`config.mk`:
```
export PLATFORM = sky130hd
export DESIGN_NAME = sprdma
export DESIGN_NICKNAME = d
export VERILOG_FILES = /design/src/rtl/sprdma.sv
export SDC_FILE = /design/constraint.sdc
export NUM_CORES = 1
export LEC_CHECK = 0
export BUFFER_PORTS_ARGS = -buffer_cell sky130_fd_sc_hd__buf_2
export CAP_MARGIN = 40
export CORE_UTILIZATION = 50
export DETAILED_ROUTE_END_ITERATION = 6
export GPL_TIMING_DRIVEN = 0
export PLACE_DENSITY = 0.78
export SYNTH_ARGS = -nofsm -noshare
export SYNTH_HDL_FRONTEND = slang
export SYNTH_SLANG_ARGS = --single-unit
export TNS_END_PERCENT = 1
```
`constraint.sdc`:
```
create_clock -name clk -period 2.2 [get_ports clk]
set_input_delay 0.44 -clock clk [delete_from_list [all_inputs] [get_ports clk]]
set_output_delay 0.44 -clock clk [all_outputs]
set_load 0.05 [all_outputs]
```
`src/rtl/sprdma.sv`:
```
// sprdma - sprite (OAM) DMA controller.
//
// Snoops the CPU bus. A CPU write to DMA_ADDR with page value P makes the
// block take the cpumc bus. It then copies bytes $P00..$PFF, one at a time,
// to OAMDATA_ADDR, and releases the bus. The top level stalls the CPU with
// ready_in & ~active_out while active_out is high.
//
// Ports:
//   clk           system clock
//   rst           synchronous active-high reset
//   ready_in      debugger ready; low while active freezes the transfer
//   cpu_a_in      CPU address bus (snooped)
//   cpu_dout_in   CPU write data (snooped; page value)
//   cpu_r_nw_in   CPU R/!W
//   cpumc_dout_in read data from the memory bus (1-cycle latency)
//   active_out    DMA owns the bus; CPU stalled
//   a_out         DMA bus address
//   d_out         DMA write data
//   r_nw_out      DMA R/!W
module sprdma #(
  parameter logic [15:0] DMA_ADDR     = 16'h4014,
  parameter logic [15:0] OAMDATA_ADDR = 16'h2004
) (
  input  logic        clk,
  input  logic        rst,
  input  logic        ready_in,
  input  logic [15:0] cpu_a_in,
  input  logic [7:0]  cpu_dout_in,
  input  logic        cpu_r_nw_in,
  input  logic [7:0]  cpumc_dout_in,
  output logic        active_out,
  output logic [15:0] a_out,
  output logic [7:0]  d_out,
  output logic        r_nw_out
);

  typedef enum logic [2:0] {
    IDLE,
    ALIGN,
    RD,
    CAP,
    WR
  } state_t;

  state_t     state;
  logic [7:0] pg;
  logic [7:0] cnt;
  logic [7:0] dreg;
  logic       trig_q;
  logic       trig;

  assign trig = (cpu_a_in == DMA_ADDR) && !cpu_r_nw_in && ready_in;

  // dreg only changes when a byte is captured, so it already holds the
  // last written value outside WR and can drive the data bus directly.
  assign d_out = dreg;

  // Bus outputs are loaded on the same edge that enters the state they
  // belong to, so every output is a plain register. While the debugger
  // holds ready_in low everything except trig_q is held, and the current
  // state simply runs again on resume.
  always_ff @(posedge clk) begin
    if (rst) begin
      state      <= IDLE;
      pg         <= 8'h00;
      cnt        <= 8'h00;
      dreg       <= 8'h00;
      trig_q     <= 1'b0;
      active_out <= 1'b0;
      a_out      <= 16'h0000;
      r_nw_out   <= 1'b1;
    end else begin
      trig_q <= trig;
      if (state == IDLE || ready_in) begin
        case (state)
          IDLE: begin
            // Only the first cycle of a held write starts a transfer.
            if (trig && !trig_q) begin
              pg         <= cpu_dout_in;
              cnt        <= 8'h00;
              state      <= ALIGN;
              active_out <= 1'b1;
              a_out      <= 16'h0000;
              r_nw_out   <= 1'b1;
            end
          end
          ALIGN: begin
            state    <= RD;
            a_out    <= {pg, cnt};
            r_nw_out <= 1'b1;
          end
          RD: begin
            state <= CAP;
          end
          CAP: begin
            dreg     <= cpumc_dout_in;
            state    <= WR;
            a_out    <= OAMDATA_ADDR;
            r_nw_out <= 1'b0;
          end
          WR: begin
            if (cnt == 8'hFF) begin
              state      <= IDLE;
              active_out <= 1'b0;
              a_out      <= 16'h0000;
              r_nw_out   <= 1'b1;
            end else begin
              // 8-bit wrap on purpose: the page is never incremented.
              cnt      <= cnt + 8'd1;
              state    <= RD;
              a_out    <= {pg, cnt + 8'd1};
              r_nw_out <= 1'b1;
            end
          end
          default: begin
            state      <= IDLE;
            active_out <= 1'b0;
            a_out      <= 16'h0000;
            r_nw_out   <= 1'b1;
          end
        endcase
      end
    end
  end

endmodule

```
==> summary.md <==
| Metric | Value |
|---|---|
| Share of cells above drive strength 1 | `26.40%` |
| Post-synthesis sequential area ratio | `45.66%` |
| Starting Density | `53.48%` |
| Skew final | `5.488 ps` |
| Clock power share | `41.7%` |
| Top-area cell type share of the netlist area | `45.66%` |
| Flop2flop setup slack | `150 ps` |
| Routed wire per std cell | `14.43 um` |
| EDFF count, synth | `0` |
| Post-route setup slack | `151.5 ps` |
| Top FF cell, synth | `dfxtp_1` |
| Synth area leaders | `dfxtp_1, nand2_1, a21oi_1, a22o_1, o2bb2ai_1` |
| Max incr delay on CP | `430 ps` |
| Slew margin rel. | `58.83%` |
| CTS Sinks | `46` |
| Dpl ws | `-181.6 ps` |
| Fin. Hold Viols | `0` |
| # placed instances | `344` |
| 1st-iter DRT viols | `196` |
| DRC | `0` |
| CP top delay family | `compound AO/OA/AOI/OAI gates` |
| Final core utilization | `66.42%` |
| Setup Fix Bufs, Post-CTS | `0` |
| DR vias | `2,002` |
| H-tree depth | `2` |
| Max Slew Vio Count | `0` |
| Antenna violations before repair | `0` |
| Via density | `5.704` |
| Final Setup Violations | `0` |
| Critical Path RT | `2440 ps` |
| Placed cell area | `2382 um^2` |
| WP data arrival | `2290 ps` |
| Clock insertion delay at the later pin of the skew report | `300 ps` |
| Worst Setup End Kind | `flip-flop` |
| Worst slew pin tran | `613.4 ps` |
| CP cell instances | `buf_6 -> or3b_2 -> clkbuf_1 -> a21oi_2 -> o21a_1 -> a22o_1` |
| Number of synthesized register bits | `46` |
| Final Cell Area | `2505 um^2` |
| Area Overhead vs Synth | `24.19%` |
| Setup TNS Final | `0 ps` |
| Synth Warn # | `0` |
| Routed Antenna Nets | `0` |
| Clock root buffer | `clkbuf_8` |
| Clock slew at reported path FFs | `80 ps` |
| Startpoint class of the critical path | `flip-flop` |
| Vias in the first global route | `1,803` |
| I/O Buffers | `60` |
| RSZ-0062 raised after global routing | `no` |
| Total grt overflow | `0` |
| Static Leakage | `1.031 nW` |
| Core box area | `3771 um^2` |
| Highest routed layer | `met4` |
| Pre-antenna DRT Iters | `4` |
| All-Layer GR Usage | `24.75%` |
| Met1 WL | `2208 um` |
| Dominant cell type by area after synthesis | `dfxtp_1` |
| Synth cell types | `41` |
| Maximum buffer depth of the clock tree | `2` |
| Outcome | `completed` |
| WL met3 | `326 um` |
| Die Wd | `65.51 um` |
| Mapped Cells | `235` |
| Synth Net Count | `272` |
| Max Clk Rate | `0.4882 GHz` |
| Chip Height | `65.51 um` |
| Crit path time final | `2048 ps` |
| Cell Area, Synth | `2017 um^2` |
| Internal cell power | `1.223 mW` |
| Max Cap Viol | `0` |
| ANT cells | `0` |
| Metal2 WL | `2485 um` |
| RePlAce Congestion | `0.9114` |
| Total Power | `1.526 mW` |
| Most common cell after layout, fill and taps aside | `buf_2` |
| Average cell area after synthesis | `8.583 um^2` |
| Switch Pwr | `0.3025 mW` |
| Die area | `4292 um^2` |
| Pwr dens | `609.1 nW/um^2` |
| Async SR Flop Fraction | `0%` |
| Worst hold path type | `in -> reg` |
| Final #Nets | `340` |
| Crit-path slowest cell | `or3b_2` |
| Sw Ratio | `19.83%` |
| Largest net degree at the start of global routing | `14` |
| WHS | `373.3 ps` |
| WP buf/inv | `2` |
| Crit-path max FO | `10` |
| CTS tree | `built` |
| Commonest non-fill, non-tap cells in the layout | `buf_2, nand2_1, dfxtp_1` |
| First-pass GRT wire length | `8086 um` |
| Total CTS buffers | `5` |
| Detailed Place HPWL | `3565 um` |
| Final Cycle Share | `93.11%` |
| Row count | `22` |
| Fillers | `349` |
| Critical path class | `reg -> reg` |
| Comb power frac | `3.8%` |
| I/O pin cnt | `62` |
| Total routed wirelength | `5066 um` |
| Max IR drop VDD | `0.0003905 V` |
| Fin cells | `351` |
| Seq pwr share | `54.5%` |
## flip-flops by register name, summed over array words and instances (netlist names)
name,flops
a_out,16
cnt,8
pg,8
state,3
active_out,1
r_nw_out,1
d_out,8
trig_q,1
## path summary, 6_finish.rpt
| check | from | end | cells past startpoint |
|---|---|---|---|
| min | cpumc_dout_in[6] | d_out[6] | 3 |
| min reg2reg | pg[2] | pg[2] | 2 |
| max reg2reg | state[1] | a_out[11] | 6 |
| max | state[1] | a_out[11] | 6 |
## kinds of logic (layout without fill, tap and decap cells)
family	after synthesis	count (layout)	share of synthesized area, %
AND/OR/NAND/NOR	95	95	23.14
AO/OA/AOI/OAI	77	77	26.12
flip-flops	46	46	45.66
multiplexers	2	2	0.9926
adder cells (fa/ha/maj)	1	1	0.6202
buffers and inverters	14	82	3.474
## cells in the mapped netlist (all sizes together) (2+ instances only)
cell / instances
o21ai: 11
nand3: 8
a211o: 3
a22o: 9
mux2i: 2
nor4b: 3
a21oi: 30
a221oi: 2
or3: 2
o21a: 3
nor2: 5
nand2: 46
nor2b: 3
a21o: 5
buf: 4
o2bb2ai: 7
nand2b: 5
clkbuf: 6
o31ai: 3
inv: 4
dfxtp: 46
nor3: 9
and3: 5
## power by group through the flow
stage	sequential, mW	combinational (mW)	clock [mW]
after floorplan	0.851	0.0199	0
after global placement	0.851	0.0566	0
after detailed placement	0.851	0.0568	0
after CTS	0.831	0.0572	0.645
after global routing	0.832	0.0641	0.672
final	0.831	0.0576	0.637
## cell type report
cell class	count	area, um^2	area share, %
multi-input cells	175	1036	41.36
flip-flops and latches	46	920.9	36.76
repair buffers	61	305.3	12.19
clock buffers	6	82.58	3.297
well taps	48	60.06	2.398
plain buffers	10	55.05	2.198
clock inverters	1	30.03	1.199
inverters	4	15.01	0.5994
## tightest hold or removal path, stage by stage
cell and delay, ps:
buf_2 90, nand2_1 40, a21oi_1 50
## routing by layer
metal | vias up | GRT usage, %
li1 | 997 | -
met1 | 939 | 29.67
met2 | 60 | 42.27
met3 | 6 | 6.597
met4 | 0 | 8.696
met5 | - | 0
## timing repair
item,CTS,global route
endpoints found under the setup margin,0,8
hold buffers,0,0
resized for setup,0,2
Note: power is estimated with default switching activity, not from simulation.
